## config.mk

```make
export PLATFORM = sky130hd
export DESIGN_NAME = decodificador_seq
export DESIGN_NICKNAME = d
export VERILOG_FILES = /design/src/rtl/decodificador_pkg.sv /design/src/rtl/decodificador_core.sv /design/src/rtl/decodificador_seq.sv
export SDC_FILE = /design/constraint.sdc
export NUM_CORES = 1
export LEC_CHECK = 0
export ABC_CLOCK_PERIOD_IN_PS = 1700
export CORE_UTILIZATION = 42
export CTS_CLUSTER_DIAMETER = 100
export DETAILED_ROUTE_END_ITERATION = 8
export DONT_BUFFER_PORTS = 1
export PLACE_DENSITY = 0.66
export SETUP_SLACK_MARGIN = 0.02
export SYNTH_ARGS = -nofsm -noshare
export SYNTH_HDL_FRONTEND = slang
export SYNTH_SLANG_ARGS = --single-unit
```

## constraint.sdc

```tcl
create_clock -name clk -period 1.7 [get_ports clk]
set_clock_uncertainty 0.1 [all_clocks]
set_input_delay 0.425 -clock clk [delete_from_list [all_inputs] [get_ports clk]]
set_output_delay 0.425 -clock clk [all_outputs]
set_load 0.1 [all_outputs]
```

## src/rtl/decodificador_pkg.sv

```systemverilog
// rtl/decodificador_pkg.sv - shared mode encodings and state type for decodificador_seq
//
// Purpose: holds the two-bit mode encodings and the controller state type.
// Ports:   none (package).

package decodificador_pkg;

   localparam logic [1:0] MODE_DIRECT = 2'b00;
   localparam logic [1:0] MODE_PULSE  = 2'b01;
   localparam logic [1:0] MODE_SCAN   = 2'b10;

   typedef enum logic [1:0] {
      ST_IDLE  = 2'b00,
      ST_HOLD  = 2'b01,
      ST_PULSE = 2'b10,
      ST_SCAN  = 2'b11
   } state_t;

endpackage

```

## src/rtl/decodificador_core.sv

```systemverilog
// rtl/decodificador_core.sv - combinational code to one-hot converter
//
// Purpose: converts a W_IN-bit code into an N_OUT-bit one-hot vector.
//          Codes >= N_OUT produce an all-zero vector.
// Ports:
//   code   in  [W_IN-1:0]   code to convert
//   onehot out [N_OUT-1:0]  one-hot result, zero when out of range

module decodificador_core #(
   parameter int W_IN  = 3,
   parameter int N_OUT = 8
) (
   input  logic [W_IN-1:0]  code,
   output logic [N_OUT-1:0] onehot
);

   always_comb begin
      onehot = '0;
      for (int i = 0; i < N_OUT; i++) begin
         onehot[i] = (code == W_IN'(i));
      end
   end

endmodule

```

## src/rtl/decodificador_seq.sv

```systemverilog
// rtl/decodificador_seq.sv - registered decoder with direct, pulse and scan modes
//
// Purpose: decodes accepted codes to a registered one-hot output. Direct mode
//          holds the decode, pulse mode shows it for PULSE_LEN enabled cycles,
//          scan mode walks a single bit across the output.
// Ports:
//   clk       in               rising-edge clock
//   rst       in               synchronous active-high reset
//   en        in               global enable, freezes all state when low
//   mode      in  [1:0]        00 direct, 01 pulse, 10 scan, 11 as direct
//   A         in  [W_IN-1:0]   code to decode
//   in_valid  in               A is valid this cycle
//   in_ready  out              A is accepted this cycle (combinational)
//   S         out [N_OUT-1:0]  registered one-hot or zero output
//   out_valid out              S holds a valid decode
//   erro      out              one-cycle out-of-range flag

module decodificador_seq
   import decodificador_pkg::*;
#(
   parameter int W_IN      = 3,
   parameter int N_OUT     = 8,
   parameter int PULSE_LEN = 4
) (
   input  logic             clk,
   input  logic             rst,
   input  logic             en,
   input  logic [1:0]       mode,
   input  logic [W_IN-1:0]  A,
   input  logic             in_valid,
   output logic             in_ready,
   output logic [N_OUT-1:0] S,
   output logic             out_valid,
   output logic             erro
);

   localparam int CNT_W = (PULSE_LEN > 1) ? $clog2(PULSE_LEN) : 1;

   state_t             state, state_nxt;
   logic [CNT_W-1:0]   cnt, cnt_nxt;
   logic [N_OUT-1:0]   s_nxt;
   logic               ov_nxt;
   logic               erro_nxt;
   logic [N_OUT-1:0]   dec;
   logic               in_range;
   logic               accept;

   decodificador_core #(
      .W_IN  (W_IN),
      .N_OUT (N_OUT)
   ) u_core (
      .code   (A),
      .onehot (dec)
   );

   // An all-zero decode is exactly the out-of-range case.
   assign in_range = |dec;

   assign in_ready = en && (state == ST_IDLE || state == ST_HOLD) && (mode != MODE_SCAN);
   assign accept   = in_valid && in_ready;

   always_comb begin
      s_nxt     = S;
      ov_nxt    = out_valid;
      erro_nxt  = 1'b0;
      state_nxt = state;
      cnt_nxt   = cnt;
      if (en) begin
         case (state)
            ST_IDLE, ST_HOLD: begin
               if (mode == MODE_SCAN) begin
                  s_nxt     = N_OUT'(1);
                  ov_nxt    = 1'b1;
                  state_nxt = ST_SCAN;
               end else if (accept) begin
                  if (!in_range) begin
                     s_nxt     = '0;
                     ov_nxt    = 1'b0;
                     erro_nxt  = 1'b1;
                     state_nxt = ST_IDLE;
                  end else begin
                     s_nxt  = dec;
                     ov_nxt = 1'b1;
                     if (mode == MODE_PULSE) begin
                        // Counter counts the remaining visible cycles after this one.
                        state_nxt = ST_PULSE;
                        cnt_nxt   = CNT_W'(PULSE_LEN - 1);
                     end else begin
                        state_nxt = ST_HOLD;
                     end
                  end
               end
            end
            ST_PULSE: begin
               // Mode is ignored here so a pulse always runs to completion.
               if (cnt == '0) begin
                  s_nxt     = '0;
                  ov_nxt    = 1'b0;
                  state_nxt = ST_IDLE;
               end else begin
                  cnt_nxt = cnt - 1'b1;
               end
            end
            ST_SCAN: begin
               if (mode != MODE_SCAN) begin
                  s_nxt     = '0;
                  ov_nxt    = 1'b0;
                  state_nxt = ST_IDLE;
               end else begin
                  s_nxt = {S[N_OUT-2:0], S[N_OUT-1]};
               end
            end
            default: state_nxt = ST_IDLE;
         endcase
      end
   end

   always_ff @(posedge clk) begin
      if (rst) begin
         state     <= ST_IDLE;
         cnt       <= '0;
         S         <= '0;
         out_valid <= 1'b0;
         erro      <= 1'b0;
      end else begin
         state     <= state_nxt;
         cnt       <= cnt_nxt;
         S         <= s_nxt;
         out_valid <= ov_nxt;
         erro      <= erro_nxt;
      end
   end

endmodule

```

==> implementation parameters, run 1 <==
Parameter                              Value

Placed design
  Port Buffers    0
  Routability congestion estimate from global placement    around 0.81
  Placed Cells    122
  HPWL reported at the end of detailed placement    between 1 and 1.5 mm

Drt
  Final antenna-violating net count    0
  Vias after detailed routing    746
  Number of DRC markers in iteration 0    23
  First drt pass iteration count    4
  Post-DR vias/cell    between 5 and 6
  Total routed wirelength    1.98 mm
  Wire length per cell    ~16 um
  Final routed DRC violation total    0

Yosys
  Unique cell type count in the Yosys netlist    35
  Average cell area after synthesis    slightly below 9 sq um
  Synth warnings    0
  Synthesized netlist net count    between 90 and 100
  Cell count after synthesis    89
  Count of state elements after synthesis    14
  Summed instance area of the synthesized netlist    about 790 sq um
  Sequential share of the synthesized area    around 35%

Clock network
  Clock tree from TritonCTS    yes
  Clock transition at the registers of the reported paths    0.09 ns
  Total number of H-tree levels    1
  Maximum root-to-sink buffer count    2
  Number of sinks driven by the clock tree    14
  Clk Latency, worst-skew pair    between 0.2 and 0.3 ns
  Root buffer cell    sky130_fd_sc_hd__clkbuf_4
  Number of buffers added by the clock tree synthesis step    3

Run status
  Outcome    completed

Final layout
  Final standard cell count with taps included and fillers excluded    approximately 130
  Antenna diode count    0
  FF/Latch Area    about 280 sq um
  Final-layout fill cell count    about 150
  Top library cells by usage in the layout, fill and taps aside    13 x sky130_fd_sc_hd__nor2_1, 13 x sky130_fd_sc_hd__buf_4, 12 x sky130_fd_sc_hd__dfxtp_1, 6 x sky130_fd_sc_hd__a32oi_1, 6 x sky130_fd_sc_hd__a211oi_2
  Layout Nets    roughly 110
  Synth-to-Final Area Change    25.0%
  Share of layout cells above drive strength 1    a little over a third
  Area of combinational cells with multiple inputs    between 500 and 600 sq um

Worst hold path
  Type of the tightest min-delay check    input port to flop
  Hold Startpoint    rst

Setup path
  Largest fanout on the critical path    10
  Reg-to-Reg Start    cnt[0]
  Kind of critical path    flop to output port
  Worst Setup End Kind    output port
  Startpoint type of the worst setup path    flop
  Data arrival time at the worst-slack endpoint    between 1 and 1.5 ns
  Timing startpoint of the critical path    state[1]
  Required time of the critical path    1.17 ns

STA
  Max Clk Rate    between 600 and 700 MHz
  Unrepaired setup endpoints after global routing    no
  Final worst path period share    approximately 96%
  Hold Fails Final Rpt    0
  Final period demand of the worst path    about 1.6 ns
  Total Negative Setup Slacks    0 ns
  Max-slew violation total from the final report    0
  Finish-stage setup viols    0

Global routing
  Antenna violations before repair    0
  Overflow left after global routing    0
  First-pass GRT wire length    between 3 and 4 mm
  Pin count of the biggest net entering global routing    15
  Vias in the first global route    about 670
  Total GRT Usage    about a fifth

Floorplan
  Core region area    roughly 0.0017 sq mm
  Io pins    20
  Placement Rows    15
  Floorplan die area    roughly 0.0021 sq mm
  Starting density of the core    a little under half
  Die height    45.4 um
  Width of the chip    roughly 45 um

Power
  IR Drop Worst-Case VDD    roughly 500 uV
  Power per unit of standard cell area    slightly above 900 mW/mm^2
  Pleak    between 0.3 and 0.4 nW

Flow run
  Max Cap Viol    0
==> final timing paths <==
check	slack, ns	cells after the start	to
min reg2reg	0.36	1	cnt[0]
max reg2reg	0.07	6	S[0]
min	0.09	1	state[1]
max	0.07	3	in_ready
==> report_power, final <==
group	leakage [nW]	internal, mW	switching, mW
sequential	0.116	0.350	0.0118
combinational	0.225	0.0832	0.210
clock	0.0210	0.130	0.111
==> critical path: stages, from the launching register on <==
cell and delay, ns:
sky130_fd_sc_hd__dfxtp_2 0.36, sky130_fd_sc_hd__buf_4 0.18, sky130_fd_sc_hd__nor2_4 0.10, sky130_fd_sc_hd__buf_12 0.18
==> what timing repair did <==
action / in CTS / in global routing
endpoints found under the setup margin: 2 / 10
pin swaps: 1 / 3
gates resized for setup: 0 / 4
buffers inserted: 0 / 1
hold buffers: 0 / 0
cloned: 1 / 0
==> synthesized netlist by cell type <==
cell                       number  area, sq um
sky130_fd_sc_hd__a211oi_1       1         7.51
sky130_fd_sc_hd__buf_2          1         5.00
sky130_fd_sc_hd__o21ai_1        1         5.00
sky130_fd_sc_hd__dfxtp_1       14          280
sky130_fd_sc_hd__and4bb_2       1         12.5
sky130_fd_sc_hd__buf_4          1         7.51
sky130_fd_sc_hd__a211oi_2       6         75.1
sky130_fd_sc_hd__and3_1         1         6.26
sky130_fd_sc_hd__nand3_1        2         10.0
sky130_fd_sc_hd__a21oi_1        4         20.0
sky130_fd_sc_hd__and2_1         1         6.26
sky130_fd_sc_hd__o22ai_1        1         6.26
sky130_fd_sc_hd__and2b_4        1         10.0
sky130_fd_sc_hd__conb_1         1         3.75
sky130_fd_sc_hd__nand2b_1       3         18.8
sky130_fd_sc_hd__a311oi_2       1         15.0
sky130_fd_sc_hd__a32oi_1        6         52.6
sky130_fd_sc_hd__nand4_1        2         12.5
sky130_fd_sc_hd__a311oi_1       1         8.76
sky130_fd_sc_hd__buf_6          1         11.3
sky130_fd_sc_hd__or3b_4         1         11.3
sky130_fd_sc_hd__nand3b_1       1         7.51
sky130_fd_sc_hd__o311a_4        1         21.3
sky130_fd_sc_hd__nand2_1        4         15.0
sky130_fd_sc_hd__inv_1          5         18.8
sky130_fd_sc_hd__ha_1           1         12.5
sky130_fd_sc_hd__nor3b_1        1         7.51
sky130_fd_sc_hd__o21ai_0        2         10.0
sky130_fd_sc_hd__clkbuf_1       2         7.51
sky130_fd_sc_hd__nor2b_1        2         12.5
sky130_fd_sc_hd__o21bai_1       1         7.51
sky130_fd_sc_hd__nor2_1        14         52.6
sky130_fd_sc_hd__a41oi_1        1         8.76
sky130_fd_sc_hd__o31ai_1        1         7.51
sky130_fd_sc_hd__o21a_1         2         15.0
==> layer usage <==
layer / vias to the layer above / track usage, % / routed length (um)
met1: 340 / 27.9 / 841
met3: 4 / 4.80 / 171
met5: - / 0 / 0
met4: 0 / 10.9 / 36
li1: 357 / - / -
met2: 45 / 30.7 / 934
==> cell type report <==
class / instances / share of cell area (%)
clock buffer: 4 / 3.68
inverter: 5 / 1.90
multi-input combinational: 66 / 50.7
sequential: 14 / 28.6
tap: 25 / 3.17
timing repair buffer: 14 / 11.9
==> stage by stage <==
stage	instance area, sq um	util [%]	worst slack (ns)	hold WS (ns)	power, mW
2_1_floorplan	811	-	0.0294	0.342	0.608
3_3_place_gp	917	52.5	0.0602	0.358	0.647
3_5_place_dp	917	52.5	0.000649	0.384	0.652
4_1_cts	965	55.3	0.0230	0.0916	0.895
5_1_grt	987	56.6	0.0129	0.0863	0.927
6_report	987	56.6	0.0700	0.0912	0.897
==> sequential cells by signal, indices dropped and copies added, names as in the netlist <==
name / flops
state: 2
erro: 1
cnt: 2
out_valid: 1
S: 8
==> cell families (layout without fill, tap and decap cells) <==
| family | count (synthesis) | count (layout) | synth area share [%] |
|---|---|---|---|
| other | 1 | 1 | 0.475 |
| AND/OR/NAND/NOR | 34 | 34 | 23.1 |
| AO/OA/AOI/OAI | 29 | 30 | 33.0 |
| adder cells (fa/ha/maj) | 1 | 1 | 1.58 |
| flip-flops | 14 | 14 | 35.5 |
| buffers and inverters | 10 | 23 | 6.34 |
Note: power is estimated with default switching activity, not from simulation.
==> inputs of run 2 (changes only) <==
--- a/config.mk
+++ b/config.mk
@@ -15,3 +15,4 @@
 export SYNTH_ARGS = -nofsm -noshare
 export SYNTH_HDL_FRONTEND = slang
 export SYNTH_SLANG_ARGS = --single-unit
+export TNS_END_PERCENT = 10
==> run 2 against run 1 <==
  * Cell count unchanged
  * Total power decreased by 0.17%
  * Critical path type is now flop to flop
  * Combinational power about the same
  * Largest cell class unchanged
==> implementation parameters, run 2 (synthesis results as in run 1) <==
Parameter                              Value

Setup path
  Startpoint type of the worst setup path    flop
  FF-to-FF path depth    6
  Largest fanout on the critical path    8
  Timing startpoint of the critical path    cnt[0]
  Reg-to-Reg Start    cnt[0]
  Capture point of the worst path    S[0]
  Kind of critical path    flop to flop
  Required time of the critical path    1.82 ns
  Capture point of the worst reg-to-reg path    S[0]
  Reg-to-reg slack, setup    0.06 ns
  Data arrival time at the worst-slack endpoint    between 1.5 and 2 ns
  Worst Setup End Kind    flop

Final layout
  Final-layout fill cell count    ~150
  Registers with the most flip-flops    S: 8 flops, cnt: 2 flops, state: 2 flops
  Cell area after layout    987 sq um
  Reg with most FFs    S
  Top library cells by usage in the layout, fill and taps aside    13 x sky130_fd_sc_hd__nor2_1, 13 x sky130_fd_sc_hd__buf_4, 12 x sky130_fd_sc_hd__dfxtp_1, 6 x sky130_fd_sc_hd__a32oi_1, 6 x sky130_fd_sc_hd__a211oi_2
  Fin util    a little under three fifths
  Synth-to-Final Area Change    25.0%
  Layout Nets    114
  Number of flip-flops in the largest register    8
  Antenna diode count    0
  Share of layout cells above drive strength 1    roughly a third

Placed design
  Port Buffers    0
  Routability congestion estimate from global placement    between 0.8 and 0.9
  Placed inst area    just over 900 sq um
  HPWL reported at the end of detailed placement    1.30 mm
  Worst slack after detailed placement    0.000649 ns

Drt
  First drt pass iteration count    4
  Final antenna-violating net count    0
  Post-DR vias/cell    about 5.8
  Wire length per cell    15.4 um
  Final routed DRC violation total    0
  Vias after detailed routing    between 700 and 800
  Total routed wirelength    between 1.5 and 2 mm
  Number of DRC markers in iteration 0    22

Clock network
  Clock tree from TritonCTS    yes
  Hold-fix buffers at CTS    0
  Root buffer cell    sky130_fd_sc_hd__clkbuf_4
  Number of buffers added by the clock tree synthesis step    3
  Clock transition at the registers of the reported paths    0.09 ns
  Number of sinks driven by the clock tree    14
  Maximum root-to-sink buffer count    2
  Clk Latency, worst-skew pair    between 0.2 and 0.3 ns
  Total number of H-tree levels    1

STA
  Final worst path period share    ~96%
  Final period demand of the worst path    around 1.6 ns
  Max-slew violation total from the final report    0
  Unrepaired setup endpoints after global routing    yes
  Max Clk Rate    about 600 MHz
  Setup ws final    around 0.063 ns
  Hold Slack    slightly above 0.09 ns
  Finish-stage setup viols    0
  Hold Fails Final Rpt    0

Floorplan
  Starting density of the core    between 40% and 50%
  Io pins    20
  Floorplan die area    between 0.002 and 0.0025 sq mm
  Placement Rows    15
  Core region area    approximately 0.0017 sq mm
  Width of the chip    between 40 and 50 um
  Die height    ~45 um

Power
  Sequential group share of total power    between 40% and 50%
  IR Drop Worst-Case VDD    between 400 and 500 uV
  Power per unit of standard cell area    between 900 and 1000 mW/mm^2
  Net switching power    0.331 mW
  Cell-internal power    between 0.5 and 0.6 mW
  Combinational group share of total power    32.7%
  Switching share of power    between 30% and 40%
  Pleak    ~0.36 nW
  Post-layout power    a little under 0.9 mW
  Portion of total power attributed to the clock network    between 20 and 30%

Global routing
  Total GRT Usage    between 20% and 30%
  Overflow left after global routing    0
  Antenna violations before repair    0
  Met1 track demand over resource in global routing    between 20 and 30%
  First-pass GRT wire length    approximately 3.0 mm
  Vias in the first global route    approximately 670
  Pin count of the biggest net entering global routing    15
  Global routing usage on met3    under 10%
  Layer with the highest usage after global routing    met2
  Global routing usage on met2    roughly 31%

Run status
  Outcome    completed

Flow run
  Max Cap Viol    0

Worst hold path
  Type of the tightest min-delay check    input port to flop
-- run 2: cell counts in the layout (fill, tap and decap cells not counted) --
Identical to the previous run, type by type.
-- run 2: routing by layer --
metal	share of wire (%)	wire, um
met2	47	917
met1	44	860
met3	7.4	145
met5	0	0
met4	2.4	47
-- run 2: area by class of cell --
class / count / area (sq um) / share of cell area, %
Timing Repair Buffer: 14 / 118 / 11.9
Inverter: 5 / 18.8 / 1.90
Sequential cell: 14 / 283 / 28.6
Multi-Input combinational cell: 66 / 500 / 50.7
Tap cell: 25 / 31.3 / 3.17
Clock buffer: 4 / 36.3 / 3.68
-- run 2: through the flow --
step	instances	TNS [ns]
4_1_cts	127	0
3_5_place_dp	122	0
3_3_place_gp	122	0
2_1_floorplan	89	0
5_1_grt	128	-0.00598
6_report	128	0
-- run 2: critical path, stage by stage, from the launching register on --
cell	delay, ns
sky130_fd_sc_hd__dfxtp_2	0.34
sky130_fd_sc_hd__inv_1	0.04
sky130_fd_sc_hd__ha_2	0.19
sky130_fd_sc_hd__or3b_4	0.42
sky130_fd_sc_hd__o311a_4	0.18
sky130_fd_sc_hd__nand2b_1	0.16
sky130_fd_sc_hd__a21oi_1	0.14
-- run 2: power by group through the flow --
stage                     Sequential, mW  Combinational (mW)  Clock [mW]
after global placement             0.368               0.279           0
after CTS                          0.361               0.289       0.245
final                              0.362               0.293       0.241
after floorplan                    0.493               0.115           0
after global routing               0.365               0.306       0.256
after detailed placement           0.368               0.283           0
-- run 2: worst min-delay path by stage --
stage / start / end / slack, ns / cells past startpoint
finish: rst / S[7] / 0.09 / 1
global route: rst / state[1] / 0.09 / 1
CTS: rst / S[7] / 0.09 / 1
detailed placement: cnt[0] / cnt[0] / 0.38 / 1
global placement: cnt[0] / cnt[0] / 0.36 / 1
floorplan: cnt[0] / cnt[0] / 0.34 / 1
-- run 2: what timing repair did --
item | 4_1_cts | 5_1_grt
resized for setup | 0 | 4
pin swaps | 1 | 2
setup endpoints to repair | 2 | 10
buffers inserted | 0 | 1
cloned | 1 | 0
